File: src/rtl/cpu_types_pkg.sv
// Shared CPU datapath types: word and ALU opcode, plus the ALU arbiter
// state encoding and flag width.
package cpu_types_pkg;

  localparam int WORD_W     = 32;
  localparam int ALU_FLAG_W = 3;

  typedef logic [WORD_W-1:0] word_t;

  typedef enum logic [2:0] {
    ALU_ADD   = 3'd0,
    ALU_SUB   = 3'd1,
    ALU_AND   = 3'd2,
    ALU_OR    = 3'd3,
    ALU_XOR   = 3'd4,
    ALU_SLL   = 3'd5,
    ALU_SRL   = 3'd6,
    ALU_PASSB = 3'd7
  } aluop_t;

  typedef enum logic [1:0] {
    IDLE = 2'd0,
    EXEC = 2'd1,
    RESP = 2'd2
  } arb_state_t;

  typedef logic [ALU_FLAG_W-1:0] flags_t;

  // Flag vector ordering used everywhere: {of, nf, zf}.
  function automatic flags_t pack_flags(input logic of, input logic nf, input logic zf);
    return {of, nf, zf};
  endfunction

endpackage

File: src/rtl/alu_if.sv
// ALU connection: the master drives operands and opcode, the slave (ALU)
// returns the result and its flags.
interface alu_if;
  import cpu_types_pkg::*;

  word_t  porta;
  word_t  portb;
  aluop_t aluop;
  word_t  out;
  logic   zf;
  logic   nf;
  logic   of;

  modport master (
    output porta, portb, aluop,
    input  out, zf, nf, of
  );

  modport slave (
    input  porta, portb, aluop,
    output out, zf, nf, of
  );

endinterface

File: src/rtl/alu_arbiter_rr_pick2.sv
// Two-way round-robin winner select: a lone requester wins, a tie goes to
// the requester named by prio. Output is one-hot plus a valid bit.
module rr_pick2 (
  input  logic [1:0] req,
  input  logic       prio,
  output logic [1:0] gnt_oh,
  output logic       vld
);

  always_comb begin
    gnt_oh = 2'b00;
    case (req)
      2'b01:   gnt_oh = 2'b01;
      2'b10:   gnt_oh = 2'b10;
      2'b11:   gnt_oh = prio ? 2'b10 : 2'b01;
      default: gnt_oh = 2'b00;
    endcase
  end

  assign vld = |req;

endmodule

File: src/rtl/alu_arbiter.sv
// Shares one ALU between two requesters with round-robin arbitration and a
// held response. Optional grant counters are enabled by ALU_ARB_STATS_EN.
//
// state | meaning
// IDLE  | no transaction; a request is granted combinationally this cycle
// EXEC  | registered operands applied to the ALU
// RESP  | captured result held for the owner until it acknowledges
module alu_arbiter
  import cpu_types_pkg::*;
#(
  parameter int NREQ = 2
) (
  input  logic                  CLK,
  input  logic                  RST,
  input  logic [NREQ-1:0]       req,
  input  word_t                 porta_i [NREQ-1:0],
  input  word_t                 portb_i [NREQ-1:0],
  input  aluop_t                aluop_i [NREQ-1:0],
  output logic [NREQ-1:0]       gnt,
  output logic [NREQ-1:0]       rsp_valid,
  input  logic [NREQ-1:0]       rsp_ready,
  output word_t                 result,
  output logic [ALU_FLAG_W-1:0] flags,
  output logic                  busy,
`ifdef ALU_ARB_STATS_EN
  output logic [15:0]           gnt_cnt0,
  output logic [15:0]           gnt_cnt1,
`endif
  alu_if.master                 alif
);

  arb_state_t state_q, state_nxt;
  logic       owner_q;
  logic       prio_q;
  word_t      opa_q;
  word_t      opb_q;
  aluop_t     op_q;

  logic [1:0] pick_oh;
  logic       pick_vld;
  logic       win_idx;
  logic       capture;
  logic       ack;

  rr_pick2 u_pick (
    .req    (req),
    .prio   (prio_q),
    .gnt_oh (pick_oh),
    .vld    (pick_vld)
  );

  assign win_idx = pick_oh[1];
  assign capture = (state_q == IDLE) && pick_vld;
  assign ack     = (state_q == RESP) && rsp_ready[owner_q];

  always_ff @(posedge CLK or posedge RST) begin
    if (RST) begin
      state_q <= IDLE;
    end else begin
      state_q <= state_nxt;
    end
  end

  // Grant is qualified by reset so nothing pulses while reset is held.
  always_comb begin
    state_nxt = state_q;
    gnt       = '0;
    rsp_valid = '0;
    busy      = 1'b0;
    case (state_q)
      IDLE: begin
        if (pick_vld && !RST) begin
          gnt       = pick_oh;
          state_nxt = EXEC;
        end
      end
      EXEC: begin
        busy      = 1'b1;
        state_nxt = RESP;
      end
      RESP: begin
        busy               = 1'b1;
        rsp_valid[owner_q] = 1'b1;
        if (rsp_ready[owner_q]) begin
          state_nxt = IDLE;
        end
      end
      default: begin
        state_nxt = IDLE;
      end
    endcase
  end

  always_ff @(posedge CLK or posedge RST) begin
    if (RST) begin
      opa_q   <= '0;
      opb_q   <= '0;
      op_q    <= ALU_ADD;
      owner_q <= 1'b0;
    end else if (capture) begin
      opa_q   <= porta_i[win_idx];
      opb_q   <= portb_i[win_idx];
      op_q    <= aluop_i[win_idx];
      owner_q <= win_idx;
    end
  end

  always_ff @(posedge CLK or posedge RST) begin
    if (RST) begin
      result <= '0;
      flags  <= '0;
    end else if (state_q == EXEC) begin
      result <= alif.out;
      flags  <= pack_flags(alif.of, alif.nf, alif.zf);
    end
  end

  always_ff @(posedge CLK or posedge RST) begin
    if (RST) begin
      prio_q <= 1'b0;
    end else if (ack) begin
      prio_q <= ~owner_q;
    end
  end

  assign alif.porta = opa_q;
  assign alif.portb = opb_q;
  assign alif.aluop = op_q;

`ifdef ALU_ARB_STATS_EN
  always_ff @(posedge CLK or posedge RST) begin
    if (RST) begin
      gnt_cnt0 <= 16'h0000;
      gnt_cnt1 <= 16'h0000;
    end else begin
      if (gnt[0]) gnt_cnt0 <= gnt_cnt0 + 16'h0001;
      if (gnt[1]) gnt_cnt1 <= gnt_cnt1 + 16'h0001;
    end
  end
`endif

endmodule
File: src/flat_wrapper.sv
// flat-port wrapper written by rule: the top's interface ports become plain ports
module alu_arbiter_flat import cpu_types_pkg::*;
#(
  parameter int NREQ = 2
)
  (CLK, RST, req, porta_i, portb_i, aluop_i, gnt, rsp_valid, rsp_ready, result, flags, busy, alif_porta, alif_portb, alif_aluop, alif_out, alif_zf, alif_nf, alif_of);
  alu_if alif_i ();
  input  logic CLK;
  input  logic RST;
  input  logic [NREQ-1:0] req;
  input  word_t porta_i[NREQ-1:0];
  input  word_t portb_i[NREQ-1:0];
  input  aluop_t aluop_i[NREQ-1:0];
  output logic [NREQ-1:0] gnt;
  output logic [NREQ-1:0] rsp_valid;
  input  logic [NREQ-1:0] rsp_ready;
  output word_t result;
  output logic [ALU_FLAG_W-1:0] flags;
  output logic busy;
  output wire logic [$bits(alif_i.porta)-1:0] alif_porta;
  output wire logic [$bits(alif_i.portb)-1:0] alif_portb;
  output wire logic [$bits(alif_i.aluop)-1:0] alif_aluop;
  input wire logic [$bits(alif_i.out)-1:0] alif_out;
  input wire logic [$bits(alif_i.zf)-1:0] alif_zf;
  input wire logic [$bits(alif_i.nf)-1:0] alif_nf;
  input wire logic [$bits(alif_i.of)-1:0] alif_of;
  assign alif_porta = alif_i.porta;
  assign alif_portb = alif_i.portb;
  assign alif_aluop = alif_i.aluop;
  assign alif_i.out = alif_out;
  assign alif_i.zf = alif_zf;
  assign alif_i.nf = alif_nf;
  assign alif_i.of = alif_of;
  alu_arbiter #(.NREQ(NREQ)) u_core (.CLK(CLK), .RST(RST), .req(req), .porta_i(porta_i), .portb_i(portb_i), .aluop_i(aluop_i), .gnt(gnt), .rsp_valid(rsp_valid), .rsp_ready(rsp_ready), .result(result), .flags(flags), .busy(busy), .alif(alif_i));
endmodule
File: config.mk
export PLATFORM = sky130hd
export DESIGN_NAME = alu_arbiter_flat
export DESIGN_NICKNAME = d
export VERILOG_FILES = /design/src/rtl/cpu_types_pkg.sv /design/src/rtl/alu_if.sv /design/src/rtl/alu_arbiter_rr_pick2.sv /design/src/rtl/alu_arbiter.sv /design/src/flat_wrapper.sv
export SDC_FILE = /design/constraint.sdc
export NUM_CORES = 1
export LEC_CHECK = 0
export ABC_CLOCK_PERIOD_IN_PS = 5500
export CORE_UTILIZATION = 43
export CTS_BUF_LIST = sky130_fd_sc_hd__clkbuf_2
export DETAILED_ROUTE_END_ITERATION = 7
export PLACE_DENSITY = 0.86
export SLEW_MARGIN = 40
export SYNTH_ARGS = -nofsm -noshare
export SYNTH_HDL_FRONTEND = slang
export SYNTH_SLANG_ARGS = --single-unit
File: constraint.sdc
create_clock -name CLK -period 5.5 [get_ports CLK]
set_input_delay 0.55 -clock CLK [delete_from_list [all_inputs] [get_ports CLK]]
set_output_delay 0.55 -clock CLK [all_outputs]
set_load 0.05 [all_outputs]
==> summary.md <==
| Metric | Value |
|---|---|
| Outcome | completed |
| Io pins | between 200 and 300 |
| Share of power burned in registers | between 20% and 30% |
| # resized after CTS | 0 |
| Count leader, synth | dfrtp_1 |
| P_leak | 3.05 nW |
| Average size of a mapped cell | approximately 10 um^2 |
| Top cells by area, synth | dfrtp_1 52%, nand3b_1 9.9%, a31oi_1 8.2% |
| Async SR Flop Fraction | 100% |
| Seq/Total Area, Yosys | between 50% and 60% |
| Top cell type's share of synthesized area | between 50% and 60% |
| PD cells | 631 nW/um^2 |
| Cell Rows | 39 |
| Slew headroom | roughly half |
| Worst Tran Pin Value | about 760 ps |
| Chip height | approximately 110 um |
| Clk pin slew, worst setup/hold paths | about 270 ps |
| Critical path's top delay family | buffers and inverters |
| Tot Pwr | about 5 mW |
| Mapped Cells | around 500 |
| Worst Path Required | a little under 5000 ps |
| Clock buffer count from CTS | 9 |
| Skew-Pair Late Insertion Delay | between 500 and 600 ps |
| Largest net degree at the start of global routing | 74 |
| CP Data Arrival Time | approximately 2600 ps |
| Initial antenna violation count | 0 |
| Hold Vio Cnt, Final | 0 |
| CORE AREA | between 10000 and 15000 um^2 |
| Crit-path most repeated cell | clkdlybuf4s50_1 |
| Total vias in the final route | between 4000 and 5000 |
| First drt pass iteration count | 4 |
| Synth Register Bits | ~110 |
| Mapped cell area | about 5100 um^2 |
| CP cell instances | clkdlybuf4s50_1, inv_4, and3_1, clkdlybuf4s50_1 |
| Initial DRC count | ~310 |
| F_max | about 320 MHz |
| CP max stage delay | 800 ps |
| Share of layout cells above drive strength 1 | 8.40% |
| Library cells used by synthesis | 31 |
| Worst setup SP type | input pin |
| Max clock buf depth | 2 |
| Combinational share of power | around two thirds |
| Final #Nets | a little over 900 |
| ANT nets after route | 0 |
| Vias per cell | between 5 and 6 |
| Setup bufs post-CTS | 0 |
| Post-DP HPWL | 11100 um |
| Clock skew | between 20 and 30 ps |
| Critical-path top delay cell | clkdlybuf4s50_1 |
| Worst Path Buf+Inv | 3 |
| Vias in the first global route | roughly 4700 |
| Sum Neg Setup Slack | 0 ps |
| Hold WC Path Type | input pin to async pin |
| Port bufs | 281 |
| GR Util All Layers | 25.1% |
| Fin util | 69.1% |
| Area Growth Syn to Fin | 55.7% |
| Hold slack | roughly 420 ps |
| Final worst path period need | 3140 ps |
| Number of diodes | 0 |
| DR DRC count | 0 |
| Synth Flop Type | dfrtp_1 |
| Power Internal | roughly 2.4 mW |
| Detailed Route WL | approximately 15000 um |
| Clock power frac | 7.1% |
| Hold_buf cts | 0 |
| Element type at the critical path end | output port |
| CTS tree | done |
| Max-slew violation count | 0 |
| Yosys warning total | 0 |
| H-tree lvl count | 3 |
| Crit share post-route | between 50 and 60% |
| Sw Share | between 50% and 60% |
| Starting Density | 44.4% |
| RSZ-0062 raised after global routing | false |
| Post-synth EDFFs | 0 |
| Final setup viols | 0 |
| Die Area | roughly 12000 um^2 |
| Syn Nets | 665 |
| Most frequent cells after synthesis | 106 x dfrtp_1, 68 x nor2_1, 67 x a31oi_1, 67 x nand3b_1, 55 x o21ai_0 |
| Post-synth top area cell | dfrtp_1 |
| Grt ovf | 0 |
| Clock Tree Root | clkbuf_2 |
| Crit Path Class | input pin to output port |
| Routed len/inst | about 18 um |
| DIE WIDTH | roughly 110 um |
| TritonCTS Sinks | around 110 |
| Crit-path max FO | a little over 50 |
| First-pass GRT wire length | 24600 um |
| Placer Congestion | about 0.84 |
| Net Sw Power | approximately 2.6 mW |
| Max-Cap Viols | 0 |
| Worst vdd ir | around 0.48 mV |
-- cell type report --
class	count	area (um^2)
Clock inverter	5	56.3
Tap cell	143	179
Sequential cell	106	2650
Multi-Input combinational cell	326	2100
Timing Repair Buffer	286	2860
Inverter	5	23.8
Clock buffer	10	50.0
Fill cell	864	3540
-- path summary, 6_finish.rpt --
| kind | start | to | slack [ps] | cells after the start |
|---|---|---|---|---|
| max in group asynchronous | RST | u_core.alif.porta[6] | 3920 | 3 |
| max reg2reg | u_core.state_q[0] | u_core.alif.portb[17] | 2940 | 6 |
| min reg2reg | u_core.result[11] | u_core.result[11] | 550 | 1 |
| max | RST | gnt[1] | 2360 | 4 |
| min in group CLK | portb_i[8] | u_core.alif.portb[8] | 510 | 3 |
| min | RST | u_core.alif.aluop[1] | 420 | 2 |
-- state kept, by name, indices dropped and copies added (netlist names) --
name               cells
u_core.alif.aluop      3
u_core.flags           3
u_core.state_q         2
u_core.result         32
u_core.prio_q          1
u_core.alif.porta     32
u_core.alif.portb     32
u_core.owner_q         1
-- power by group through the flow --
stage | combinational, mW | clock, mW | sequential, mW
final | 3.25 | 0.356 | 1.39
after global routing | 3.41 | 0.398 | 1.45
after detailed placement | 3.26 | 0 | 1.42
after floorplan | 0.876 | 0 | 2.73
after global placement | 3.20 | 0 | 1.39
after CTS | 3.27 | 0.365 | 1.40
-- routing by layer --
metal / wire (um) / part of all wire [%] / vias to the layer above / GRT usage, %
li1: - / - / 2230 / -
met4: 436 / 2.8 / 0 / 9.42
met5: 0 / 0 / - / 0
met3: 1100 / 7.2 / 31 / 6.56
met1: 6150 / 40 / 2270 / 30.5
met2: 7740 / 50 / 218 / 42.7
-- per-stage QoR --
stage | setup slack (ps) | std cells | area, um^2
after floorplan | 1450 | 486 | 5090
after global placement | 2320 | 865 | 7780
after detailed placement | 2310 | 866 | 7810
after CTS | 2320 | 881 | 7910
after global routing | 2200 | 881 | 7920
final | 2360 | 881 | 7920
-- placed cells by master, fill, tap and decap left out, types with 4 or more instances in the layout --
| cell | n |
|---|---|
| clkdlybuf4s50_1 | 280 |
| dfrtp_1 | 106 |
| nor2_1 | 68 |
| nand3b_1 | 67 |
| a31oi_1 | 67 |
| o21ai_0 | 55 |
| mux2_2 | 36 |
| o21ai_1 | 13 |
| clkbuf_2 | 10 |
| buf_4 | 4 |
-- logic make-up (layout without fill, tap and decap cells) --
family,count (synthesis),after routing,synth area share (%)
compound gates,143,143,16.0
simple gates,142,142,15.8
flops,106,106,52.1
buf+inv,54,306,6.93
mux,37,37,8.16
fa+ha+maj,4,4,0.983
No activity file was read; power rests on OpenSTA's default activity.
